File: src/rtl/eth_pkg.sv
// Shared types and constants for the Ethernet/IPv4/UDP transmit framer.
package eth_pkg;

  typedef enum logic [3:0] {
    StIdle,
    StCsum,
    StPreamble,
    StHeader,
    StPayload,
    StPad,
    StFcs,
    StIfg,
    StRearm
  } state_e;

  localparam logic [7:0]  PreambleByte  = 8'h55;
  localparam logic [7:0]  SfdByte       = 8'hD5;
  localparam logic [15:0] EtherTypeIpv4 = 16'h0800;
  localparam logic [7:0]  IpProtoUdp    = 8'h11;
  localparam logic [15:0] IpFlagsFrag   = 16'h4000;

  // Frame byte offsets, counted from the first preamble byte.
  localparam logic [10:0] EthOffset     = 11'd8;
  localparam logic [10:0] IpOffset      = 11'd22;
  localparam logic [10:0] UdpOffset     = 11'd42;
  localparam logic [10:0] PayloadOffset = 11'd50;

  localparam logic [10:0] MaxUdpLen     = 11'd1472;
  localparam logic [10:0] MinPayload    = 11'd18;
  localparam logic [10:0] IpHdrWords    = 11'd10;

  // Two end-around-carry folds of the 20-bit word sum, then ones' complement.
  function automatic logic [15:0] csum_fold(input logic [19:0] acc);
    logic [16:0] s1;
    logic [15:0] s2;
    s1 = {1'b0, acc[15:0]} + {13'd0, acc[19:16]};
    s2 = s1[15:0] + {15'd0, s1[16]};
    return ~s2;
  endfunction

endpackage

File: src/rtl/crc32_eth.sv
// Byte-wide reflected CRC-32 (poly 04C11DB7) with synchronous init and enable.
module crc32_eth (
  input  logic        tx_clock,
  input  logic        Tx_reset,
  input  logic        init,
  input  logic        enable,
  input  logic [7:0]  data,
  output logic [31:0] crc
);

  logic [31:0] crc_q, crc_d, crc_step;

  always_comb begin
    crc_step = crc_q ^ {24'd0, data};
    for (int i = 0; i < 8; i++) begin
      crc_step = crc_step[0] ? ((crc_step >> 1) ^ 32'hEDB88320) : (crc_step >> 1);
    end
    crc_d = crc_q;
    if (init) begin
      crc_d = 32'hFFFF_FFFF;
    end else if (enable) begin
      crc_d = crc_step;
    end
  end

  always_ff @(posedge tx_clock or posedge Tx_reset) begin
    if (Tx_reset) begin
      crc_q <= 32'hFFFF_FFFF;
    end else begin
      crc_q <= crc_d;
    end
  end

  assign crc = crc_q;

endmodule

File: src/rtl/udp_ip_framer.sv
// Builds preamble, Ethernet II, IPv4 and UDP headers around a UDP payload, pads to the
// minimum frame size and appends the FCS on a byte-wide GMII-style transmit stream.
module udp_ip_framer
  import eth_pkg::*;
#(
  parameter logic [15:0] FROM_PORT  = 16'd1024,
  parameter logic [7:0]  TTL        = 8'h80,
  parameter int unsigned IFG_CYCLES = 12
) (
  input  logic        tx_clock,
  input  logic        Tx_reset,
  input  logic        udp_tx_request,
  input  logic [10:0] udp_tx_length,
  input  logic [7:0]  udp_tx_data,
  output logic        udp_tx_enable,
  output logic        udp_tx_active,
  input  logic [47:0] This_MAC,
  input  logic [31:0] This_IP,
  input  logic [47:0] to_mac,
  input  logic [31:0] to_ip,
  input  logic [15:0] to_port,
  output logic [7:0]  phy_tx_data,
  output logic        phy_tx_en,
  output logic        length_err
);

  state_e      state_q, state_d;
  logic [10:0] cnt_q, cnt_d;
  logic [10:0] len_q, len_d;
  logic [47:0] dst_mac_q, dst_mac_d, src_mac_q, src_mac_d;
  logic [31:0] src_ip_q, src_ip_d, dst_ip_q, dst_ip_d;
  logic [15:0] dst_port_q, dst_port_d;
  logic [19:0] acc_q, acc_d;
  logic [15:0] ident_q, ident_d;
  logic [7:0]  phy_data_q, phy_data_d;
  logic        phy_en_q, phy_en_d;
  logic        enable_q, enable_d;
  logic        len_err_q, len_err_d;

  logic        crc_init, crc_en;
  logic [31:0] crc, fcs;
  logic [15:0] tot_len, udp_len, ip_csum, csum_word;
  logic [335:0] hdr;
  logic [5:0]  hdr_idx;
  logic [7:0]  hdr_byte, fcs_byte;

  assign tot_len = {5'd0, len_q} + 16'd28;
  assign udp_len = {5'd0, len_q} + 16'd8;
  assign ip_csum = csum_fold(acc_q);
  assign fcs     = ~crc;

  // Bytes 8..49, most significant byte first on the wire.
  assign hdr = {dst_mac_q, src_mac_q, EtherTypeIpv4,
                8'h45, 8'h00, tot_len, ident_q, IpFlagsFrag, TTL, IpProtoUdp, ip_csum,
                src_ip_q, dst_ip_q,
                FROM_PORT, dst_port_q, udp_len, 16'h0000};

  assign hdr_idx  = 6'(PayloadOffset - 11'd1 - cnt_q);
  assign hdr_byte = hdr[{hdr_idx, 3'b000} +: 8];
  assign fcs_byte = fcs[{cnt_q[1:0], 3'b000} +: 8];

  // IPv4 header words in wire order; word 5 is the checksum field, summed as zero.
  always_comb begin
    case (cnt_q[3:0])
      4'd0:    csum_word = 16'h4500;
      4'd1:    csum_word = tot_len;
      4'd2:    csum_word = ident_q;
      4'd3:    csum_word = IpFlagsFrag;
      4'd4:    csum_word = {TTL, IpProtoUdp};
      4'd6:    csum_word = src_ip_q[31:16];
      4'd7:    csum_word = src_ip_q[15:0];
      4'd8:    csum_word = dst_ip_q[31:16];
      4'd9:    csum_word = dst_ip_q[15:0];
      default: csum_word = 16'h0000;
    endcase
  end

  always_comb begin
    state_d    = state_q;
    cnt_d      = cnt_q;
    len_d      = len_q;
    dst_mac_d  = dst_mac_q;
    src_mac_d  = src_mac_q;
    src_ip_d   = src_ip_q;
    dst_ip_d   = dst_ip_q;
    dst_port_d = dst_port_q;
    acc_d      = acc_q;
    ident_d    = ident_q;
    phy_data_d = 8'h00;
    phy_en_d   = 1'b0;
    enable_d   = 1'b0;
    len_err_d  = 1'b0;
    crc_init   = 1'b0;
    crc_en     = 1'b0;

    unique case (state_q)
      StIdle: begin
        if (udp_tx_request) begin
          if (udp_tx_length != 11'd0 && udp_tx_length <= MaxUdpLen) begin
            len_d      = udp_tx_length;
            dst_mac_d  = to_mac;
            src_mac_d  = This_MAC;
            src_ip_d   = This_IP;
            dst_ip_d   = to_ip;
            dst_port_d = to_port;
            acc_d      = '0;
            cnt_d      = '0;
            state_d    = StCsum;
          end else begin
            len_err_d = 1'b1;
            state_d   = StRearm;
          end
        end
      end

      StCsum: begin
        crc_init = 1'b1;
        acc_d    = acc_q + {4'd0, csum_word};
        cnt_d    = cnt_q + 11'd1;
        if (cnt_q == IpHdrWords - 11'd1) begin
          cnt_d   = '0;
          state_d = StPreamble;
        end
      end

      StPreamble: begin
        phy_en_d   = 1'b1;
        phy_data_d = (cnt_q == EthOffset - 11'd1) ? SfdByte : PreambleByte;
        cnt_d      = cnt_q + 11'd1;
        if (cnt_q == EthOffset - 11'd1) begin
          state_d = StHeader;
        end
      end

      StHeader: begin
        phy_en_d   = 1'b1;
        phy_data_d = hdr_byte;
        crc_en     = 1'b1;
        // Grant lands on the cycle byte 48 is on the wire, two ahead of the payload.
        enable_d   = (cnt_q == PayloadOffset - 11'd2);
        cnt_d      = cnt_q + 11'd1;
        if (cnt_q == PayloadOffset - 11'd1) begin
          state_d = StPayload;
        end
      end

      StPayload: begin
        phy_en_d   = 1'b1;
        phy_data_d = udp_tx_data;
        crc_en     = 1'b1;
        cnt_d      = cnt_q + 11'd1;
        if (cnt_q == PayloadOffset + len_q - 11'd1) begin
          if (len_q < MinPayload) begin
            state_d = StPad;
          end else begin
            state_d = StFcs;
            cnt_d   = '0;
          end
        end
      end

      StPad: begin
        phy_en_d = 1'b1;
        crc_en   = 1'b1;
        cnt_d    = cnt_q + 11'd1;
        if (cnt_q == PayloadOffset + MinPayload - 11'd1) begin
          state_d = StFcs;
          cnt_d   = '0;
        end
      end

      StFcs: begin
        phy_en_d   = 1'b1;
        phy_data_d = fcs_byte;
        cnt_d      = cnt_q + 11'd1;
        if (cnt_q == 11'd3) begin
          state_d = StIfg;
          cnt_d   = '0;
          ident_d = ident_q + 16'd1;
        end
      end

      StIfg: begin
        cnt_d = cnt_q + 11'd1;
        if (cnt_q == 11'(IFG_CYCLES - 1)) begin
          state_d = StRearm;
          cnt_d   = '0;
        end
      end

      StRearm: begin
        if (!udp_tx_request) begin
          state_d = StIdle;
        end
      end

      default: state_d = StIdle;
    endcase
  end

  always_ff @(posedge tx_clock or posedge Tx_reset) begin
    if (Tx_reset) begin
      state_q    <= StIdle;
      cnt_q      <= '0;
      len_q      <= '0;
      dst_mac_q  <= '0;
      src_mac_q  <= '0;
      src_ip_q   <= '0;
      dst_ip_q   <= '0;
      dst_port_q <= '0;
      acc_q      <= '0;
      ident_q    <= '0;
      phy_data_q <= '0;
      phy_en_q   <= 1'b0;
      enable_q   <= 1'b0;
      len_err_q  <= 1'b0;
    end else begin
      state_q    <= state_d;
      cnt_q      <= cnt_d;
      len_q      <= len_d;
      dst_mac_q  <= dst_mac_d;
      src_mac_q  <= src_mac_d;
      src_ip_q   <= src_ip_d;
      dst_ip_q   <= dst_ip_d;
      dst_port_q <= dst_port_d;
      acc_q      <= acc_d;
      ident_q    <= ident_d;
      phy_data_q <= phy_data_d;
      phy_en_q   <= phy_en_d;
      enable_q   <= enable_d;
      len_err_q  <= len_err_d;
    end
  end

  crc32_eth u_crc (
    .tx_clock (tx_clock),
    .Tx_reset (Tx_reset),
    .init     (crc_init),
    .enable   (crc_en),
    .data     (phy_data_d),
    .crc      (crc)
  );

  assign phy_tx_data   = phy_data_q;
  assign phy_tx_en     = phy_en_q;
  assign udp_tx_enable = enable_q;
  assign udp_tx_active = (state_q == StPayload);
  assign length_err    = len_err_q;

endmodule
File: config.mk
export PLATFORM = sky130hd
export DESIGN_NAME = udp_ip_framer
export DESIGN_NICKNAME = d
export VERILOG_FILES = /design/src/rtl/eth_pkg.sv /design/src/rtl/crc32_eth.sv /design/src/rtl/udp_ip_framer.sv
export SDC_FILE = /design/constraint.sdc
export NUM_CORES = 1
export LEC_CHECK = 0
export ABC_AREA = 1
export CORE_ASPECT_RATIO = 0.8
export CORE_MARGIN = 1
export CORE_UTILIZATION = 55
export CTS_CLUSTER_DIAMETER = 100
export DETAILED_ROUTE_END_ITERATION = 10
export PLACE_DENSITY = 0.83
export SLEW_MARGIN = 20
export SYNTH_ARGS = -nofsm -noshare
export SYNTH_HDL_FRONTEND = slang
export SYNTH_HIERARCHICAL = 1
export SYNTH_SLANG_ARGS = --single-unit
File: constraint.sdc
create_clock -name tx_clock -period 10.3 [get_ports tx_clock]
set_input_delay 1.03 -clock tx_clock [delete_from_list [all_inputs] [get_ports tx_clock]]
set_output_delay 1.03 -clock tx_clock [all_outputs]
set_load 0.01 [all_outputs]
==> out/results.txt <==
Syn Area/Cell = 7.21 um^2
drt pass-1 iters = 7
sequential fraction of the synthesis area = 39.8%
distinct cell type count after synthesis = 65
I/O pin cnt = 210
total grt overflow = 0
synthesized flop and latch total = 281
clock skew = 0.0597 ns
DR vias/cell = 5.94
RSZ-0062 raised after global routing = false
total negative slack = 0 ns
Worst Hold Class = reg2reg
final hold violations = 0
Initial Util = 56.2%
gate count of the mapped netlist = 2467
Hold Buf Count CTS = 0
Leak = 10.1 nW
Placer Congestion = 1.01
multi-input combinational cell area = 0.00936 mm^2
chip width = 203 um
Final Core Density = 67.1%
Synth area leader = dfrtp_1
CP Class = reg2reg
number of global-route vias before repair = 17000
Finish-stage setup viols = 0
status = finished, final reports clean
CTS Root Cell = clkbuf_16
die area = 0.0331 mm^2
core area = 0.0316 mm^2
clock-pin slew on the worst setup and hold paths = 0.07 ns
Initial DRC Count = 2156
Critical Path End Type = register
TritonCTS clock tree = yes
Num CTS Buffers = 30
die span in y = 163 um
Max Cap Viol = 0
worst-skew pair later-pin latency = 0.62 ns
Worst VDD drop = 0.000153 V
Post-CTS Setup Bufs = 0
ratio of cells with drive above 1 in the final layout = 6.68%
power per cell area = 342 mW/mm^2
Detailed Route WL = 61400 um
DR vias = 18200
largest net degree at the start of global routing = 179
minimum clock period = 6.04 ns
Net Count, Synth = 2704
Post-CTS Resized = 0
number of flops mapped to enable cells by yosys = 0
Rel. slew slack = 27.9%
Main synth FF type = dfrtp_1
YS warnings = 6
CP Launch Type = register
I/O Buffers = 209
Final #Nets = 2861
Final Max Slew Viols = 0
global-route usage over all layers = 37.5%
Area contributors post-synth = dfrtp_1, nand2_1, inv_1, dfstp_2, o21ai_0
Max H-tree Level = 1
first-pass GRT wire length = 96000 um
asr flop ratio synth = 100%
Commonest cells post-synth = nand2_1, dfrtp_1, inv_1, o21ai_0, nor2_1
Worst-Margin Slew = 1.08 ns
Critical Path AT = 6.53 ns
count leader, synth = nand2_1
Sequential Area = 0.00707 mm^2
Synth top area share = 35.0%
# fillers = 2681
ant diodes = 0
final routed DRC violation total = 0
Cell Rows = 58
Post-DP HPWL = 45300 um
Peak Freq = 166 MHz
Routed WL per cell = 20.0 um
Worst EP required = 10.79 ns
initial antenna violation count = 1
Final period util = 58.6%
cell area after synthesis = 0.0178 mm^2
Area Overhead vs Synth = 19.3%
worst-path maximum fanout = 33
CTS Sinks = 281
maximum clock insertion buffer count = 3
Antenna Nets Post-Route = 0
-- stage by stage --
step           cells  area [um^2]  hold WS [ns]  setup WS [ns]  power (W)
4_1_cts         3068        21200         0.472           4.46    0.00714
6_report        3068        21200         0.473           4.26    0.00726
3_3_place_gp    3012        20100         0.450           4.76    0.00585
3_5_place_dp    3012        20100         0.457           4.55    0.00593
5_1_grt         3068        21200         0.481           3.89    0.00775
2_1_floorplan   2467        17800         0.437           2.43    0.00468
-- layer usage --
layer | global-route usage (%) | share of wire, % | vias to the layer above
li1 | - | - | 8336
met1 | 55.2 | 44 | 8694
met2 | 54.0 | 42 | 1068
met3 | 10.8 | 12 | 119
met4 | 8.99 | 2.1 | 2
met5 | 0 | 0.018 | -
-- cells by family (layout without fill, tap and decap cells) --
| family | count (synthesis) | count (layout) | synth area share [%] |
|---|---|---|---|
| flip-flops | 281 | 281 | 39.8 |
| adder cells (fa/ha/maj) | 39 | 39 | 2.83 |
| AND/OR/NAND/NOR | 1278 | 1278 | 29.8 |
| multiplexers | 10 | 10 | 0.570 |
| XOR/XNOR | 94 | 94 | 4.82 |
| buffers and inverters | 348 | 529 | 7.69 |
| AO/OA/AOI/OAI | 417 | 417 | 14.5 |
-- final timing paths --
| path | start | endpoint | slack, ns | depth (start not counted) |
|---|---|---|---|---|
| min in group asynchronous | Tx_reset | phy_tx_data[6] | 0.99 | 2 |
| max in group asynchronous | Tx_reset | src_ip_q[3] | 7.03 | 4 |
| hold / removal | dst_port_q[11] | dst_port_q[11] | 0.47 | 2 |
| hold reg to reg | dst_port_q[11] | dst_port_q[11] | 0.47 | 2 |
| setup / recovery | cnt_q[1] | u_crc/crc[20] | 4.26 | 26 |
| setup reg to reg | cnt_q[1] | u_crc/crc[20] | 4.26 | 26 |
-- power breakdown --
| part | switching, W | internal [W] |
|---|---|---|
| logic | 0.00275 | 0.00130 |
| clock network | 0.000492 | 0.000691 |
| registers | 0.000421 | 0.00161 |
-- area by class of cell --
type	instances	area share, %
timing repair buffer	231	10.7
sequential	281	33.3
clock buffer	35	3.63
inverter	242	4.34
clock inverter	21	1.40
tap	420	2.48
multi-input combinational	1838	44.1
-- worst max-delay path, stage by stage (launching register included) --
cell and delay, ns:
dfrtp_1 0.33, buf_4 0.33, inv_1 0.55, ha_1 0.51, buf_4 0.35, clkinv_1 0.74, nor2_1 0.81, o211ai_1 0.18
nand4_1 0.14, o21ai_1 0.07, o21ai_0 0.10, a21oi_1 0.08, a211oi_1 0.37, nand2_1 0.12, nand2_1 0.15, inv_1 0.08
nand2_1 0.11, nand2_4 0.12, nand2_4 0.09, nand2_4 0.08, inv_2 0.08, nand2_1 0.06, nand2_2 0.12, nor2_1 0.06
nand2_1 0.09, nand2_1 0.06, nor2_1 0.09
-- layout by cell type, fill, tap and decap left out, types with 7 or more instances in the layout --
cell             Yosys  final
nor3_1              20     20
o221ai_1             8      8
clkinv_2             0      8
a31oi_1              9      9
clkdlybuf4s50_1      0    209
xor2_1              73     73
a22oi_1             19     19
buf_4                1     21
dfrtp_1            249    248
clkbuf_16            0     30
inv_1              229    227
xnor2_1             18     18
o21ai_0            162    162
nand4_1             21     21
o22ai_1             37     37
a22o_1               8      8
nor4_1               7      7
dfstp_2             32     32
a221oi_1            30     30
inv_2                9      9
nor2_4               6      7
nand2_4              8      8
nand2_2             20     20
a211oi_1             9      9
nor2_2               5      7
ha_1                37     37
a21oi_1             70     70
o2111ai_1           13     13
nand2_1            923    923
o211ai_1            16     16
mux2i_1              9      9
nor2_1             147    144
nand3_1            101    101
o21ai_1             11     11
-- state kept, by name, summed over array words and instances, names as in the netlist --
signal and count:
acc_q 20, cnt_q 11, dst_ip_q 32, dst_mac_q 48, dst_port_q 16, ident_q 16
len_q 11, length_err 1, phy_tx_data 8, phy_tx_en 1, src_ip_q 32, src_mac_q 48
state_q 4, u_crc/crc 32, udp_tx_enable 1
(Power assumes the default switching activity.)
